File: src/rtl/sb_enc_pkg.sv
// Shared definitions for the sideband TX data encoder: LTSM codes, result
// message numbers and the message-to-payload encoding function.
package sb_enc_pkg;

  localparam logic [3:0] ST_MBINIT = 4'd3;
  localparam logic [3:0] ST_ACTIVE = 4'd6;

  localparam logic [3:0] SUB_PARAM      = 4'd0;
  localparam logic [3:0] SUB_REVERSALMB = 4'd4;

  localparam logic [1:0] MODE_TX_POINT = 2'd0;
  localparam logic [1:0] MODE_TX_EYE   = 2'd1;
  localparam logic [1:0] MODE_RX_POINT = 2'd2;
  localparam logic [1:0] MODE_RX_EYE   = 2'd3;

  localparam logic [3:0] MSG_TEST_REQ        = 4'd1;
  localparam logic [3:0] MSG_REVERSAL_RESULT = 4'd6;
  localparam logic [3:0] RES_MSG_POINT       = 4'd6;
  localparam logic [3:0] RES_MSG_RX_EYE      = 4'd9;

  localparam int ENTRY_W = 65;

  typedef enum logic [1:0] {
    ENC_PUSH   = 2'd0,
    ENC_IGNORE = 2'd1,
    ENC_DROP   = 2'd2
  } enc_action_e;

  typedef struct packed {
    enc_action_e action;
    logic        has_data;
    logic [63:0] payload;
  } enc_result_t;

  // TX eye sweep has no result message, so it never matches.
  function automatic logic is_result_msg(input logic [1:0] test_mode,
                                         input logic [3:0] msg_no);
    logic hit;
    hit = 1'b0;
    case (test_mode)
      MODE_TX_POINT, MODE_RX_POINT: hit = (msg_no == RES_MSG_POINT);
      MODE_RX_EYE:                  hit = (msg_no == RES_MSG_RX_EYE);
      default:                      hit = 1'b0;
    endcase
    return hit;
  endfunction

  function automatic enc_result_t sb_enc_payload(input logic        rdi,
                                                 input logic        test_en,
                                                 input logic        data_valid,
                                                 input logic [1:0]  test_mode,
                                                 input logic [3:0]  state,
                                                 input logic [3:0]  sub_state,
                                                 input logic [3:0]  msg_no,
                                                 input logic [63:0] data);
    enc_result_t r;
    r.action   = ENC_PUSH;
    r.has_data = 1'b0;
    r.payload  = '0;
    if (!rdi) begin
      if (test_en && data_valid) begin
        if (msg_no == MSG_TEST_REQ) begin
          r.payload[0]     = data[0];
          r.payload[7:6]   = data[2:1];
          r.payload[11]    = data[3];
          r.payload[58:43] = 16'hFFFF;
          r.payload[59]    = data[4];
          r.has_data       = 1'b1;
        end else if (is_result_msg(test_mode, msg_no)) begin
          r.payload  = data;
          r.has_data = 1'b1;
        end
      end else if (data_valid && (msg_no == 4'd0)) begin
        r.action = ENC_IGNORE;
      end else if ((state == ST_MBINIT) && (sub_state == SUB_PARAM)) begin
        r.payload[10:0] = data[10:0];
        r.has_data      = 1'b1;
      end else if ((state == ST_MBINIT) && (sub_state == SUB_REVERSALMB) &&
                   (msg_no == MSG_REVERSAL_RESULT)) begin
        r.payload[15:0] = data[15:0];
        r.has_data      = 1'b1;
      end else if (data_valid) begin
        r.action = ENC_DROP;
      end
    end
    return r;
  endfunction

endpackage

File: src/rtl/sb_tx_enc_fifo.sv
// Generic synchronous FIFO with an explicit occupancy counter; the head is
// presented combinationally from registered state and reads as zero when empty.
module sb_tx_enc_fifo #(
  parameter int WIDTH = 65,
  parameter int DEPTH = 4,
  localparam int PTR_W = $clog2(DEPTH),
  localparam int LVL_W = $clog2(DEPTH) + 1
) (
  input  logic             clk,
  input  logic             rst,
  input  logic             push,
  input  logic [WIDTH-1:0] push_data,
  input  logic             pop,
  output logic [WIDTH-1:0] head,
  output logic             full,
  output logic             empty,
  output logic [LVL_W-1:0] level
);

  logic [WIDTH-1:0] mem [DEPTH];
  logic [PTR_W-1:0] wr_ptr;
  logic [PTR_W-1:0] rd_ptr;
  logic             do_push;
  logic             do_pop;

  assign full    = (level == LVL_W'(DEPTH));
  assign empty   = (level == '0);
  assign do_push = push && !full;
  assign do_pop  = pop && !empty;
  assign head    = empty ? '0 : mem[rd_ptr];

  always_ff @(posedge clk) begin
    if (do_push) begin
      mem[wr_ptr] <= push_data;
    end
  end

  // Pointers are exactly log2(DEPTH) bits, so they wrap without compare logic.
  always_ff @(posedge clk or posedge rst) begin
    if (rst) begin
      wr_ptr <= '0;
      rd_ptr <= '0;
      level  <= '0;
    end else begin
      if (do_push) begin
        wr_ptr <= wr_ptr + 1'b1;
      end
      if (do_pop) begin
        rd_ptr <= rd_ptr + 1'b1;
      end
      case ({do_push, do_pop})
        2'b10:   level <= level + 1'b1;
        2'b01:   level <= level - 1'b1;
        default: level <= level;
      endcase
    end
  end

endmodule

File: src/rtl/sb_tx_data_encoder_q.sv
// Sideband TX data encoder: encodes LTSM/RDI message requests into a 64-bit
// payload plus has-data flag and queues them towards packet framing.
module sb_tx_data_encoder_q
  import sb_enc_pkg::*;
#(
  parameter int DATA_W = 16,
  parameter int DEPTH  = 4,
  localparam int LVL_W = $clog2(DEPTH) + 1
) (
  input  logic              i_clk,
  input  logic              i_rst,
  input  logic              i_msg_valid,
  output logic              o_msg_ready,
  input  logic              i_data_valid,
  input  logic [3:0]        i_state,
  input  logic [3:0]        i_sub_state,
  input  logic [3:0]        i_msg_no,
  input  logic [DATA_W-1:0] i_data_bus,
  input  logic              i_test_en,
  input  logic [1:0]        i_test_mode,
  input  logic              i_rdi_msg,
  output logic              o_d_valid,
  input  logic              i_d_ready,
  output logic [63:0]       o_data_encoded,
  output logic              o_has_data,
  output logic              o_drop,
  output logic [LVL_W-1:0]  o_level
);

  logic [63:0]        data_ext;
  enc_result_t        enc;
  logic               full;
  logic               empty;
  logic               accept;
  logic               push;
  logic               drop_next;
  logic [ENTRY_W-1:0] head;

  assign data_ext = 64'(i_data_bus);
  assign enc = sb_enc_payload(i_rdi_msg, i_test_en, i_data_valid, i_test_mode,
                              i_state, i_sub_state, i_msg_no, data_ext);

  // A request against a full queue is rejected even if the head pops this cycle.
  assign accept    = i_msg_valid && !full;
  assign push      = accept && (enc.action == ENC_PUSH);
  assign drop_next = i_msg_valid && (full || (enc.action == ENC_DROP));

  sb_tx_enc_fifo #(
    .WIDTH (ENTRY_W),
    .DEPTH (DEPTH)
  ) u_fifo (
    .clk       (i_clk),
    .rst       (i_rst),
    .push      (push),
    .push_data ({enc.has_data, enc.payload}),
    .pop       (i_d_ready),
    .head      (head),
    .full      (full),
    .empty     (empty),
    .level     (o_level)
  );

  always_ff @(posedge i_clk or posedge i_rst) begin
    if (i_rst) begin
      o_drop <= 1'b0;
    end else begin
      o_drop <= drop_next;
    end
  end

  assign o_msg_ready    = !full;
  assign o_d_valid      = !empty;
  assign o_has_data     = head[64];
  assign o_data_encoded = head[63:0];

endmodule

File: config.mk
export PLATFORM = sky130hd
export DESIGN_NAME = sb_tx_data_encoder_q
export DESIGN_NICKNAME = d
export VERILOG_FILES = /design/src/rtl/sb_enc_pkg.sv /design/src/rtl/sb_tx_enc_fifo.sv /design/src/rtl/sb_tx_data_encoder_q.sv
export SDC_FILE = /design/constraint.sdc
export NUM_CORES = 1
export LEC_CHECK = 0
export CAP_MARGIN = 0
export CORE_AREA = 2 2 95 97
export DETAILED_ROUTE_END_ITERATION = 12
export DIE_AREA = 0 0 97 99
export GPL_ROUTABILITY_DRIVEN = 1
export PLACE_DENSITY = 0.78
export RECOVER_POWER = 50
export SLEW_MARGIN = 20
export SYNTH_ARGS = -nofsm -noshare
export SYNTH_HDL_FRONTEND = slang
export SYNTH_SLANG_ARGS = --single-unit
export TNS_END_PERCENT = 30
File: constraint.sdc
create_clock -name i_clk -period 2.5 [get_ports i_clk]
set_clock_uncertainty 0.1 [all_clocks]
set_input_delay 0.5 -clock i_clk [delete_from_list [all_inputs] [get_ports i_clk]]
set_output_delay 0.5 -clock i_clk [all_outputs]
set_load 0.01 [all_outputs]
Yosys cells after proc, flatten, opt, wreduce, memory -nomap -nowiden --
Memory sizes are Yosys's and may differ from the RTL's. Index checks and enable logic that the tools add are counted.
Operators by class: add/subtract/negate cells 4, multipliers 0, divide/modulo/power cells 0, $lt $le $gt $ge 0, equal/unequal tests 11, shift-type cells 0, multiplexer cells 34, bitwise operators 0, reductions and logical operators 20
Operators by type and width (count):
- $mux W65 | 2
- $mux W67 | 1
- $mux W16 | 3
- $mux W48 | 1
- $mux W31 | 1
- $mux W17 | 1
- $mux W1 | 12
- $mux W2 | 6
- $mux W11 | 1
- $logic_and A1 B1 Y1 | 10
- $mux W5 | 2
- $eq A2 B2 Y1 const B | 4
- $eq A4 B3 Y1 const B | 2
- $logic_not A4 Y1 | 2
- $pmux W3 S2 | 1
- $add A2 B1 Y2 const B | 2
- $eq A4 B1 Y1 const B | 1
- $eq A4 B2 Y1 const B | 1
- $eq A4 B4 Y1 const B | 1
- $logic_not A2 Y1 | 2
- $mux W4 | 1
- $add A3 B1 Y3 const B | 1
- $eq A3 B3 Y1 const B | 1
- $logic_not A3 Y1 | 1
- other kinds (8) | 9
Word-level totals: bits in registers 8, bits in latches 0, memory bits (writable) 260, ROM bits 0, bits of input ports 37, output and inout port bits 71, word-level logic and storage cells 74, memories 1
Memories:
- u_fifo.mem | words 4, bits a word 65, rd ports 1, clocked after Yosys merged registers in 0, wr ports 1, RTL line sb_tx_enc_fifo.sv:20 | logic [WIDTH-1:0] mem [DEPTH];

Depth between registers and ports, before layout --
word-level depth 15, gate-level depth with buffers 10, gate-level depth less buffers 10

Cells and area by module --
A second synthesis with hierarchy kept.
Unflattened totals: cell total of the unflattened synthesis 511, area total of the unflattened synthesis 10681.5 um2
Modules (own cells, without submodules):
- sb_tx_enc_fifo | times used 1, cells an instance 451, area each 10269.8 um2, sequential area each 7982.7 um2
- sb_tx_data_encoder_q | times used 1, cells an instance 60, area each 411.6 um2, sequential area each 25.0 um2

Worst setup path before layout --
Ideal clock, no wire load.
path type input port to flip-flop, start input i_state[2], end register u_fifo.level[2], setup time 127 ps, arrival 2319 ps, required time 2273 ps, slack -46 ps, cell stages on the path 10, buffers on the path 0, cells stage by stage or4_4 a211oi_4 o2111a_2 inv_1 ha_1 inv_1 fa_1 xor2_1 nor2_1 xor2_1
Between the ends: word-level cells in the longest chain between the ends 13, elaborated cells between the ends (all ways) 16, classes of those cells eq/ne (3); mux (6); reduce/logical (7)
RTL lines:
- start: declaration | RTL line sb_tx_data_encoder_q.sv:15 | input logic [3:0] i_state,
- $eq A4 B2 Y1 (*) | RTL line sb_enc_pkg.sv:75, sb_enc_pkg.sv:78
- $logic_and A1 B1 Y1 (2 in series) | RTL line sb_enc_pkg.sv:78 | end else if ((state == ST_MBINIT) && (sub_state == SUB_REVERSALMB) &&
- $mux W2 | RTL line sb_enc_pkg.sv:78
- $mux W2 (*) | RTL line sb_enc_pkg.sv:75 | end else if ((state == ST_MBINIT) && (sub_state == SUB_PARAM)) begin
- $mux W2 (*) | RTL line sb_enc_pkg.sv:73 | end else if (data_valid && (msg_no == 4'd0)) begin
- $mux W2 (*) | RTL line sb_enc_pkg.sv:61 | if (test_en && data_valid) begin
- $mux W67 (*) | RTL line sb_enc_pkg.sv:60 | if (!rdi) begin
- $logic_not A2 Y1 (*) | RTL line sb_tx_data_encoder_q.sv:45 | assign push = accept && (enc.action == ENC_PUSH);
- $logic_and A1 B1 Y1 (*) | RTL line sb_tx_data_encoder_q.sv:45
- $logic_and A1 B1 Y1 (*) | RTL line sb_tx_enc_fifo.sv:28 | assign do_push = push && !full;
- $eq A2 B1 Y1 or $eq A2 B2 Y1 (tied branches) | RTL line sb_tx_enc_fifo.sv:51 | case ({do_push, do_pop})
- $pmux W3 S2 or $reduce_bool A2 Y1 (tied branches)
- end signal: assignment | RTL line sb_tx_enc_fifo.sv:52 | 2'b10: level <= level + 1'b1;
- end signal: assignment | RTL line sb_tx_enc_fifo.sv:53 | 2'b01: level <= level - 1'b1;
- end signal: assignment | RTL line sb_tx_enc_fifo.sv:54 | default: level <= level;
- end: declaration | RTL line sb_tx_enc_fifo.sv:17 | output logic [LVL_W-1:0] level
Every way passes the cells marked *; elsewhere a longest branch is shown, timed or not. A chain may end at the register's enable or synchronous reset.

Final worst setup path --
start input i_rdi_msg, end register u_fifo.level[2]
Between the ends: word-level cells in the longest chain between the ends 6, elaborated cells between the ends (all ways) 8, classes of those cells eq/ne (2); mux (2); reduce/logical (4)
RTL lines:
- start: declaration | RTL line sb_tx_data_encoder_q.sv:21 | input logic i_rdi_msg,
- $mux W67 (*) | RTL line sb_enc_pkg.sv:60
- $logic_not A2 Y1 (*) | RTL line sb_tx_data_encoder_q.sv:45
- $logic_and A1 B1 Y1 (*) | RTL line sb_tx_data_encoder_q.sv:45
- $logic_and A1 B1 Y1 (*) | RTL line sb_tx_enc_fifo.sv:28
- $eq A2 B1 Y1 or $eq A2 B2 Y1 (tied branches) | RTL line sb_tx_enc_fifo.sv:51
- $pmux W3 S2 or $reduce_bool A2 Y1 (tied branches)
Marked as above.

==> metrics.md <==
| Metric | Value |
|---|---|
| Final worst path period need | `about 2.5 ns` |
| Antenna viol nets, final | `0` |
| Reg power frac | `0.361` |
| Worst vdd ir | `approximately 590 uV` |
| Most frequent cells in the layout | `edfxtp_1 (76), clkdlybuf4s50_1 (35), conb_1 (31), buf_4 (31), and2_1 (20)` |
| Initial antenna violation count | `0` |
| Met2 Wirelength | `roughly 3.9 mm` |
| Drt initial violations | `approximately 150` |
| Filler Cell Count | `626` |
| Reg-to-Reg End | `u_fifo.level[2]` |
| Comb pwr share | `0.449` |
| RSZ-0062 raised after global routing | `yes` |
| Hpwl dp | `approximately 5.5 mm` |
| Worst r2r src | `u_fifo.level[2]` |
| Total grt overflow | `0` |
| Clock sinks | `84` |
| Non-filler cells, final | `slightly below 500` |
| Hold Violations, Final | `0` |
| Top_reg_cell synth | `edfxtp_1` |
| Slew HR | `0.568` |
| WP data required | `approximately 2.7 ns` |
| FF+latch count, synth | `84` |
| Placed instance count | `approximately 460` |
| Power Density | `975 nW/um^2` |
| IO buf count | `76` |
| Deepest clock path buffer count | `2` |
| Yosys top cell by area | `edfxtp_1` |
| Post-Route WL | `between 7 and 8 mm` |
| DR WL met3 | `slightly below 600 um` |
| Clock transition at path regs | `0.07 ns` |
| Ports | `108` |
| Vias in the first global route | `2432` |
| Critical path capture point type | `register` |
| Met1 WL | `2.91 mm` |
| Mapped Area | `between 4000 and 5000 um^2` |
| Asr flop ratio synth | `0.0952` |
| Mean Syn Cell Area | `around 16 um^2` |
| Largest cells by area after synthesis | `edfxtp_1 (56%), mux4_2 (11%), buf_4 (8.5%)` |
| EDFF count, synth | `76` |
| Status | `finished, final reports clean` |
| CP Launch Type | `input pin` |
| Highest metal used | `met4` |
| DIE AREA | `~9600 um^2` |
| Routability cong. | `0.778` |
| Die Height | `between 90 and 100 um` |
| Final setup violation count | `0` |
| Post-synth top area share | `0.561` |
| Slew Viols, Final | `0` |
| Unique masters post-synth | `45` |
| R2R cell count | `9` |
| First-pass GRT wire length | `between 10 and 15 mm` |
| Clock tree root buffer cell | `clkbuf_8` |
| NetSw | `approximately 1600 uW` |
| Post-DR wirelength/cell | `between 15 and 20 um` |
| Residual DRC | `0` |
| Worst-Skew Late Latency | `0.34 ns` |
| DR vias/cell | `roughly 5.0` |
| Number of diodes | `0` |
| Fin Setup TNS | `0 ns` |
| H-tree levels | `3` |
| Die W | `between 90 and 100 um` |
| Switching share of total power | `0.304` |
| TritonCTS clock tree | `yes` |
| Largest net degree at the start of global routing | `17` |
| Share of cells above drive strength 1 | `0.298` |
| R2r setup slk | `around 0.24 ns` |
| Crit Path Class | `in2reg` |
| CP Cell Sequence | `clkdlybuf4s50_1 > or3b_4 > nand2b_1 > o2111a_2 > inv_2 > ha_4 > inv_2 > fa_2 > xor2_1 > nor2_1 > xor2_1` |
| Synth warnings | `0` |
| Most common cell after layout, fill and taps aside | `edfxtp_1` |
| Leakage power | `between 0.002 and 0.0025 uW` |
| Clock network power share | `0.190` |
| CP arrival | `about 2.7 ns` |
| Rows | `34` |
| Num CTS Buffers | `9` |
| Total Routing Usage GR | `0.160` |
| Crit share post-route | `0.998` |
| Final net count | `just over 400` |
| Crit path max-delay cell type | `clkdlybuf4s50_1` |
| Vias | `roughly 2400` |
| Cells after synthesis | `approximately 260` |
| Number of max-cap violations | `0` |
| Crit-path max FO | `3` |
| F_max | `about 0.4 GHz` |
| Starting Density | `0.476` |
| Sequential share of the synthesized area | `0.610` |
| First-pass iteration count of the detailed router | `4` |
| Hold WC Path Type | `in2async` |
| P_int | `3610 uW` |
| # hold bufs at CTS | `0` |
| Worst-Margin Slew | `around 0.65 ns` |
| Core area | `8550 um^2` |
| CP max stage delay | `roughly 0.42 ns` |
| Synth-to-layout area growth | `30.7%` |
==> layout make-up <==
type	instances	area, um^2	area share
tap	108	135	0.0254
sequential	84	2480	0.467
inverter	7	26.3	0.00494
timing repair buffer	118	1120	0.211
clock inverter	6	80.1	0.0150
clock buffer	9	124	0.0233
multi-input combinational	149	1350	0.254
==> power groups by stage <==
stage	sequential (uW)	clock, uW	combinational [uW]
2_1_floorplan	1880	0	1420
3_3_place_gp	1890	0	2390
3_5_place_dp	1900	0	2420
4_1_cts	1880	1010	2270
5_1_grt	1890	1060	2520
6_report	1870	987	2330
==> stage by stage <==
step / setup slack (ns) / total power, uW / hold slack (ns) / utilization / cell area (um^2)
finish: 0.00568 / 5190 / 0.441 / 0.622 / 5320
global route: -0.0534 / 5470 / 0.466 / 0.622 / 5320
CTS: -0.0594 / 5150 / 0.302 / 0.615 / 5260
detailed placement: -0.431 / 4320 / 0.430 / 0.591 / 5050
global placement: -0.366 / 4280 / 0.412 / 0.591 / 5050
floorplan: -0.0457 / 3300 / 0.216 / - / 4180
==> state kept, by name, indices dropped and copies added (netlist names) <==
signal,flops
u_fifo.mem,76
u_fifo.rd_ptr,2
u_fifo.level,3
u_fifo.wr_ptr,2
o_drop,1
==> cells in the mapped netlist, types with 4 or more instances <==
library cell  count
buf_4            46
nor2b_1          13
clkbuf_1          4
and2_1           23
nand2_1           4
ha_1              5
mux4_2           19
dfrtp_1           8
and2_2            4
inv_1             7
edfxtp_1         76
==> critical path, delay by kind of cell <==
| kind | cells | cell delay [ns] |
|---|---|---|
| and+or+nand+nor | 3 | 0.65 |
| buffers and inverters | 3 | 0.53 |
| adders and majority gates | 2 | 0.50 |
| xor gates and xnor gates | 2 | 0.31 |
| AOI/OAI and AO/OA | 1 | 0.17 |
==> cell families after synthesis <==
| group | Yosys count | synth area share |
|---|---|---|
| xor gates and xnor gates | 6 | 0.0129 |
| buffers and inverters | 59 | 0.0974 |
| and+or+nand+nor | 68 | 0.111 |
| adders and majority gates | 6 | 0.0203 |
| muxes | 23 | 0.116 |
| DFF | 84 | 0.610 |
| AOI/OAI and AO/OA | 15 | 0.0317 |
| other | 1 | 0.000921 |
==> routing by layer <==
layer | global-route usage | up-vias
li1 | - | 1102
met4 | 0.0628 | 0
met5 | 0 | -
met3 | 0.0383 | 8
met2 | 0.281 | 122
met1 | 0.192 | 1165
==> what timing repair did <==
item | 4_1_cts | 5_1_grt
pin swaps | 0 | 9
endpoints found under the setup margin | 36 | 57
buffers inserted | 3 | 2
gates resized for setup | 62 | 36
==> how the worst max path moves through the flow <==
| stage | startpoint | to | cells past startpoint |
|---|---|---|---|
| 6_report | i_rdi_msg | u_fifo.level[2] | 11 |
| 5_1_grt | i_msg_no[0] | u_fifo.mem[1][14] | 6 |
| 4_1_cts | i_data_valid | u_fifo.level[2] | 11 |
| 3_5_place_dp | i_data_valid | u_fifo.level[2] | 11 |
| 3_3_place_gp | i_data_valid | u_fifo.level[2] | 11 |
| 2_1_floorplan | i_state[2] | u_fifo.level[2] | 10 |
Note: power is estimated with default switching activity, not from simulation.
